--- config.mk ---
export PLATFORM = sky130hd
export DESIGN_NAME = stack_machine
export DESIGN_NICKNAME = d
export VERILOG_FILES = /design/src/rtl/stack_machine.sv
export SDC_FILE = /design/constraint.sdc
export NUM_CORES = 2
export LEC_CHECK = 0
export CORE_UTILIZATION = 30
export CTS_BUF_LIST = sky130_fd_sc_hd__clkbuf_2
export DETAILED_ROUTE_END_ITERATION = 8
export GPL_ROUTABILITY_DRIVEN = 1
export PLACE_DENSITY_LB_ADDON = 0.25
export SYNTH_ARGS = -nofsm -noshare
export SYNTH_HDL_FRONTEND = slang
export SYNTH_SLANG_ARGS = --single-unit
--- constraint.sdc ---
create_clock -name clk -period 30.9 [get_ports clk]
set_input_delay 9.27 -clock clk [delete_from_list [all_inputs] [get_ports clk]]
set_output_delay 9.27 -clock clk [all_outputs]
set_load 0.005 [all_outputs]
--- src/rtl/stack_machine.sv ---
`default_nettype none
// ============================================================================
// Module   : stack_machine
// Purpose  : Evaluates one RPN expression y = f(x) for a single screen column.
//            Tokens are fetched one at a time from an external output queue
//            and evaluated on an internal fixed-point stack. The result is
//            returned as a fixed-point screen row.
// Revision : 1.0 - initial release
// ============================================================================
module stack_machine #(
    parameter int INTEGER_PART_WIDTH    = 11,
    parameter int FRACTIONAL_PART_WIDTH = 8,
    parameter int OUTPUT_QUEUE_SIZE     = 64,
    parameter int HOR_ACTIVE_PIXELS     = 640,
    parameter int VER_ACTIVE_PIXELS     = 480,
    parameter int STACK_SIZE            = 16,
    localparam int NUMBER_WIDTH         = INTEGER_PART_WIDTH + FRACTIONAL_PART_WIDTH,
    localparam int OUTPUT_VALUE_WIDTH   = NUMBER_WIDTH + 1,
    localparam int IDX_W                = $clog2(OUTPUT_QUEUE_SIZE),
    localparam int LEN_W                = $clog2(OUTPUT_QUEUE_SIZE + 1)
) (
    input  logic                          clk,
    input  logic                          reset,
    input  logic                          start,
    output logic                          ready,
    input  logic [NUMBER_WIDTH-1:0]       x_input,
    output logic [NUMBER_WIDTH-1:0]       y_output,
    output logic [IDX_W-1:0]              output_queue_index,
    output logic                          output_queue_get,
    input  logic [LEN_W-1:0]              output_queue_length,
    input  logic [OUTPUT_VALUE_WIDTH-1:0] output_queue_data_out,
    input  logic                          output_queue_ready
);

    localparam int N      = NUMBER_WIDTH;
    localparam int F      = FRACTIONAL_PART_WIDTH;
    localparam int SP_W   = $clog2(STACK_SIZE + 1);
    localparam int SPI_W  = $clog2(STACK_SIZE);
    localparam int DCNT_W = $clog2(N + F);

    localparam logic [2:0] S_IDLE   = 3'd0;
    localparam logic [2:0] S_FETCH  = 3'd1;
    localparam logic [2:0] S_WAIT   = 3'd2;
    localparam logic [2:0] S_EXEC   = 3'd3;
    localparam logic [2:0] S_DIV    = 3'd4;
    localparam logic [2:0] S_FINISH = 3'd5;

    localparam logic [N-1:0]    c_OP_ADD      = N'(1);
    localparam logic [N-1:0]    c_OP_SUB      = N'(2);
    localparam logic [N-1:0]    c_OP_MUL      = N'(3);
    localparam logic [N-1:0]    c_OP_DIV      = N'(4);
    localparam logic [N-1:0]    c_OP_NEG      = N'(5);
    localparam logic [N-1:0]    c_OP_PUSHX    = N'(6);
    localparam logic [N-1:0]    c_X_ORIGIN    = N'(HOR_ACTIVE_PIXELS / 2);
    localparam logic [N-1:0]    c_Y_ORIGIN    = N'((VER_ACTIVE_PIXELS / 2) << F);
    localparam logic [N-1:0]    c_MAX_POS     = {1'b0, {(N-1){1'b1}}};
    localparam logic [N-1:0]    c_MIN_NEG     = {1'b1, {(N-1){1'b0}}};
    localparam logic [SP_W-1:0] c_STACK_DEPTH = SP_W'(STACK_SIZE);

    logic [2:0]        r_state;
    logic [N-1:0]      r_stack [0:STACK_SIZE-1];
    logic [SP_W-1:0]   r_sp;
    logic [LEN_W-1:0]  r_len;
    logic [LEN_W-1:0]  r_i;
    logic [N-1:0]      r_x;
    logic [N:0]        r_token;
    logic [N-1:0]      r_div_rem;
    logic [N+F-1:0]    r_div_q;
    logic [N-1:0]      r_div_b;
    logic              r_div_neg;
    logic [DCNT_W-1:0] r_div_cnt;

    logic [SP_W-1:0]     w_sp_m1, w_sp_m2, w_sp_pop1, w_sp_pop2;
    logic [N-1:0]        w_a, w_b, w_a_abs, w_b_abs;
    logic                w_is_op, w_is_push, w_is_bin, w_is_neg, w_div_start;
    logic [N-1:0]        w_code, w_push_val, w_bin_res, w_mul, w_x_start, w_y;
    logic signed [2*N-1:0] w_prod;
    logic [N:0]          w_rem_sh;
    logic                w_ge;
    logic [N+F-1:0]      w_q_next;
    logic [N-1:0]        w_rem_next, w_quot_mag, w_quot;
    logic [LEN_W-1:0]    w_i_next;
    logic                w_more;

    // Operand selection with underflow reading as zero, and token decode
    always_comb begin
        w_sp_m1     = r_sp - 1'b1;
        w_sp_m2     = r_sp - 2'd2;
        w_b         = (r_sp >= SP_W'(1)) ? r_stack[SPI_W'(w_sp_m1)] : '0;
        w_a         = (r_sp >= SP_W'(2)) ? r_stack[SPI_W'(w_sp_m2)] : '0;
        w_sp_pop1   = (r_sp >= SP_W'(1)) ? w_sp_m1 : '0;
        w_sp_pop2   = (r_sp >= SP_W'(2)) ? w_sp_m2 : '0;
        w_a_abs     = w_a[N-1] ? -w_a : w_a;
        w_b_abs     = w_b[N-1] ? -w_b : w_b;
        w_is_op     = r_token[N];
        w_code      = r_token[N-1:0];
        w_is_push   = !w_is_op || (w_code == c_OP_PUSHX);
        w_push_val  = w_is_op ? r_x : r_token[N-1:0];
        w_is_bin    = w_is_op && ((w_code == c_OP_ADD) || (w_code == c_OP_SUB) ||
                                  (w_code == c_OP_MUL) || (w_code == c_OP_DIV));
        w_is_neg    = w_is_op && (w_code == c_OP_NEG);
        w_div_start = w_is_op && (w_code == c_OP_DIV) && (w_b != '0);
        w_prod      = $signed(w_a) * $signed(w_b);
        w_mul       = N'(w_prod >>> F);
        w_bin_res   = '0;
        case (w_code)
            c_OP_ADD: w_bin_res = w_a + w_b;
            c_OP_SUB: w_bin_res = w_a - w_b;
            c_OP_MUL: w_bin_res = w_mul;
            c_OP_DIV: w_bin_res = w_a[N-1] ? c_MIN_NEG : c_MAX_POS;
            default:  w_bin_res = '0;
        endcase
        w_x_start   = (x_input - c_X_ORIGIN) << F;
        w_y         = c_Y_ORIGIN - w_b;
        w_i_next    = r_i + 1'b1;
        w_more      = (w_i_next < r_len);
    end

    // One restoring-division step on magnitudes; sign applied on the last step
    always_comb begin
        w_rem_sh   = {r_div_rem, r_div_q[N+F-1]};
        w_ge       = (w_rem_sh >= {1'b0, r_div_b});
        w_q_next   = {r_div_q[N+F-2:0], w_ge};
        w_rem_next = w_ge ? N'(w_rem_sh - {1'b0, r_div_b}) : N'(w_rem_sh);
        w_quot_mag = N'(w_q_next);
        w_quot     = r_div_neg ? -w_quot_mag : w_quot_mag;
    end

    // Control FSM, evaluation stack and registered outputs
    always_ff @(posedge clk) begin
        if (reset) begin
            r_state            <= S_IDLE;
            ready              <= 1'b1;
            y_output           <= '0;
            output_queue_get   <= 1'b0;
            output_queue_index <= '0;
            r_sp               <= '0;
            r_len              <= '0;
            r_i                <= '0;
            r_x                <= '0;
            r_token            <= '0;
            r_div_rem          <= '0;
            r_div_q            <= '0;
            r_div_b            <= '0;
            r_div_neg          <= 1'b0;
            r_div_cnt          <= '0;
        end else begin
            output_queue_get <= 1'b0;
            case (r_state)
                S_IDLE: begin
                    if (start) begin
                        r_len <= output_queue_length;
                        r_sp  <= '0;
                        r_x   <= w_x_start;
                        r_i   <= '0;
                        ready <= 1'b0;
                        if (output_queue_length == '0) begin
                            r_state <= S_FINISH;
                        end else begin
                            r_state            <= S_FETCH;
                            output_queue_get   <= 1'b1;
                            output_queue_index <= '0;
                        end
                    end
                end
                S_FETCH: r_state <= S_WAIT;
                S_WAIT: begin
                    if (output_queue_ready) begin
                        r_token <= output_queue_data_out;
                        r_state <= S_EXEC;
                    end
                end
                S_EXEC: begin
                    if (w_div_start) begin
                        r_div_q   <= {w_a_abs, {F{1'b0}}};
                        r_div_rem <= '0;
                        r_div_b   <= w_b_abs;
                        r_div_neg <= w_a[N-1] ^ w_b[N-1];
                        r_div_cnt <= DCNT_W'(N + F - 1);
                        r_sp      <= w_sp_pop2;
                        r_state   <= S_DIV;
                    end else begin
                        if (w_is_push) begin
                            // A push onto a full stack is silently dropped
                            if (r_sp < c_STACK_DEPTH) begin
                                r_stack[SPI_W'(r_sp)] <= w_push_val;
                                r_sp                  <= r_sp + 1'b1;
                            end
                        end else if (w_is_bin) begin
                            r_stack[SPI_W'(w_sp_pop2)] <= w_bin_res;
                            r_sp                       <= w_sp_pop2 + 1'b1;
                        end else if (w_is_neg) begin
                            r_stack[SPI_W'(w_sp_pop1)] <= -w_b;
                            r_sp                       <= w_sp_pop1 + 1'b1;
                        end
                        r_i <= w_i_next;
                        if (w_more) begin
                            r_state            <= S_FETCH;
                            output_queue_get   <= 1'b1;
                            output_queue_index <= IDX_W'(w_i_next);
                        end else begin
                            r_state <= S_FINISH;
                        end
                    end
                end
                S_DIV: begin
                    r_div_rem <= w_rem_next;
                    r_div_q   <= w_q_next;
                    r_div_cnt <= r_div_cnt - 1'b1;
                    if (r_div_cnt == '0) begin
                        // Operands were popped on entry, so the push always fits
                        r_stack[SPI_W'(r_sp)] <= w_quot;
                        r_sp                  <= r_sp + 1'b1;
                        r_i                   <= w_i_next;
                        if (w_more) begin
                            r_state            <= S_FETCH;
                            output_queue_get   <= 1'b1;
                            output_queue_index <= IDX_W'(w_i_next);
                        end else begin
                            r_state <= S_FINISH;
                        end
                    end
                end
                S_FINISH: begin
                    y_output <= w_y;
                    ready    <= 1'b1;
                    r_state  <= S_IDLE;
                end
                default: r_state <= S_IDLE;
            endcase
        end
    end

endmodule
`default_nettype wire

==> impl_metrics.toml <==
[floorplanning]
core_um2 = 115000
initial_core_util_pct = 30.3
dieArea_um2 = 117000
num_rows = 124
die_x_um = 342
die_h_um = 342
ios = 77

[run]
maxCapViolCount = 0

[worst_hold_path]
hp-class = "reg2reg"
hold_end = "r_div_q[19]"
hold_depth = 2
min_from = "r_div_q[18]"

[grt]
grt_overflow_total = 0
grt_pass1_vias = 26200
grt_max_degree = 90
grt_first_pass_wirelength_um = 169000
antenna_found_initial = 3
grtUsageTotal_pct = 19.3

[layout]
area_delta_synth_final_pct = 10.6
layout_common_cells = "nand2_1, inv_1, edfxtp_1, fa_1, nor2_1"
nNetsFinal = 3805
utilization_pct = 33.6
layout_commonest_cell = "nand2_1"
drive_gt1_share_pct = 14.9
fillers = 11700

[clocking]
cts_made_buffers = 119
clkLatencyLatePin_ps = 1250
cts-root-buf = "clkbuf_2"
path_clk_slew_ps = 100
cts_buffer_depth = 3
cts_resized = 0
cts_tree = "built"
htree_levels = 3
cts_hold_buf = 0
cts_sinks = 455
post_cts_buffers = 0

[setup_path]
worstSetupPathType = "in2reg"
critPathTopFamily = "simple AND/OR/NAND/NOR gates"
timing.rr.end = "r_stack[0][17]"
crit_top_cell = "nand3_1"
cp_max_fo = 69
cp-start-kind = "input port"
regToRegStartpoint = "r_sp[0]"
cpPeakStageDelay_ps = 840
reg2regPathDepth = 29
ff2ff_setup_slack_ps = 18930
cp-end-kind = "flop"
cp_cell_sequence = "buf_6 > nor3_1 > nand3_1 > a32oi_1 > nand3_1 > nor2_2 > buf_4"
crit_buf_inv = 2
arrival_ps = 13020
critPathRequiredTime_ps = 31800
slowest_stage = "nor2_2"

[sta]
hold_viol_final = 0
tns_ps = 0
finalCritPeriodShare_pct = 39.2
rsz0062_at_grt = "no"
max_slew_margin_pct = 16.7
worst_slew_pin_slew_ps = 1250
setup_viol_count_final = 0
finalCriticalPeriod_ps = 12120
finClkSkew_ps = 143
fmax_mhz = 82.5
slew_viol_final = 0

[synthesis]
synth_area_um2 = 34800
ys_ff_latch = 455
avgSynthCellArea_um2 = 10.6
synthArstFlopShare_pct = 0
synth_nets = 3728
synth_edf_count = 304
yosysSeqAreaShare_pct = 34.9
syn_inst = 3279
ys_types = 89
yosys_warnings = 0
synth-main-ff-cell = "edfxtp_1"

[route]
wirelength_um = 112000
route.detailed.drc = 4
viasPerCell = 5.21
detailroute.via_count = 25900
postRouteAntennaNets = 0
wl_per_cell_um = 22.6
drt_iter0_markers = 2282
first_pass_iters = 8

[place]
gp_congestion = 0.927
port_buffers = 68
dp_hpwl_um = 78700

[run_status]
violations = "design-rule violations"
status = "finished with violations"
-- worst reg2reg max path: cells and delay by family (launching register included) --
kind                       cells  cell delay [ps]
xor gates and xnor gates       1              170
muxes                          3             1210
and+or+nand+nor                5             1290
adders and majority gates      8             3940
DFF                            1              820
buffers and inverters          6             2280
AOI/OAI and AO/OA              6             1950
-- worst max path at each step --
stage | from | to | slack (ps) | depth (start not counted)
global route | r_sp[0] | r_stack[4][14] | 18600 | 29
finish | reset | r_stack[11][4] | 18780 | 7
floorplan | reset | r_stack[0][0] | 19210 | 5
CTS | reset | r_stack[9][0] | 18950 | 7
detailed placement | reset | r_stack[9][6] | 17610 | 7
global placement | reset | r_stack[12][6] | 17740 | 7
-- layout make-up --
type	count	area (um^2)	area share, %
repair buffers	155	1340	3.47
clock buffers	166	831	2.16
clock inverters	53	318	0.826
inverters	367	1380	3.58
diodes	3	7.51	0.0195
well taps	1512	1890	4.92
multi-input cells	2258	20600	53.4
flip-flops and latches	455	12200	31.6
-- routing by layer --
metal	vias up	GRT usage [%]	part of all wire, %
met1	13200	26.6	44
met2	894	31.5	47
met4	2	6.14	2.9
li1	11600	-	-
met5	-	0	0.012
met3	214	2.37	6.0
-- sequential cells by signal, indices dropped and copies added, names as in the netlist --
signal              cells
r_div_b                19
r_state                 3
r_div_rem              19
r_div_cnt               5
r_stack               304
r_len                   7
ready                   1
y_output               19
r_div_neg               1
r_sp                    5
output_queue_index      6
output_queue_get        1
r_i                     7
r_token                20
r_x                    11
r_div_q                27
-- synth_stat cells, drive strengths merged, types with 7 or more instances --
library cell,n,area share (%)
o21a,16,0.35
nand2b,15,0.27
mux2i,84,2.4
a221oi,10,0.25
clkbuf,125,1.3
ha,143,5.1
buf,74,1.1
xor2,54,1.4
a21oi,151,2.2
a211oi,38,0.82
a311oi,7,0.18
or3,14,0.25
a22oi,17,0.37
nand4,8,0.14
or2,8,0.14
o31ai,14,0.30
mux4,164,11
o211ai,30,0.69
nor2,256,2.8
a31oi,20,0.36
mux2,9,0.29
inv,363,3.9
edfxtp,304,26
nand2,427,4.6
and3,34,0.61
dfxtp,151,8.7
nor2b,17,0.31
and2,32,0.58
xnor2,98,2.5
a21boi,10,0.23
o22ai,28,0.50
nand3,70,1.0
a21o,12,0.26
o41ai,7,0.18
nor3,28,0.42
nor4,12,0.22
fa,256,15
o21ai,96,1.4
-- kinds of logic after synthesis --
| kind of cell | synth area share, % |
|---|---|
| simple gates | 11.8 |
| flops | 34.9 |
| compound gates | 9.46 |
| xor+xnor | 4.11 |
| mux | 13.3 |
| buf+inv | 6.46 |
| fa+ha+maj | 19.9 |
-- per-stage QoR --
stage	instance area (um^2)	cells	hold slack, ps	worst slack (ps)
4_1_cts	38500	4966	443	18950
5_1_grt	38500	4968	473	18600
2_1_floorplan	34800	3279	432	19210
3_5_place_dp	37300	4747	444	17610
6_report	38500	4969	457	18780
3_3_place_gp	37300	4747	440	17740
Power is left out: the tool's default activity adds up to more than one toggle a clock period on the data nets, which glitch-free logic cannot reach.
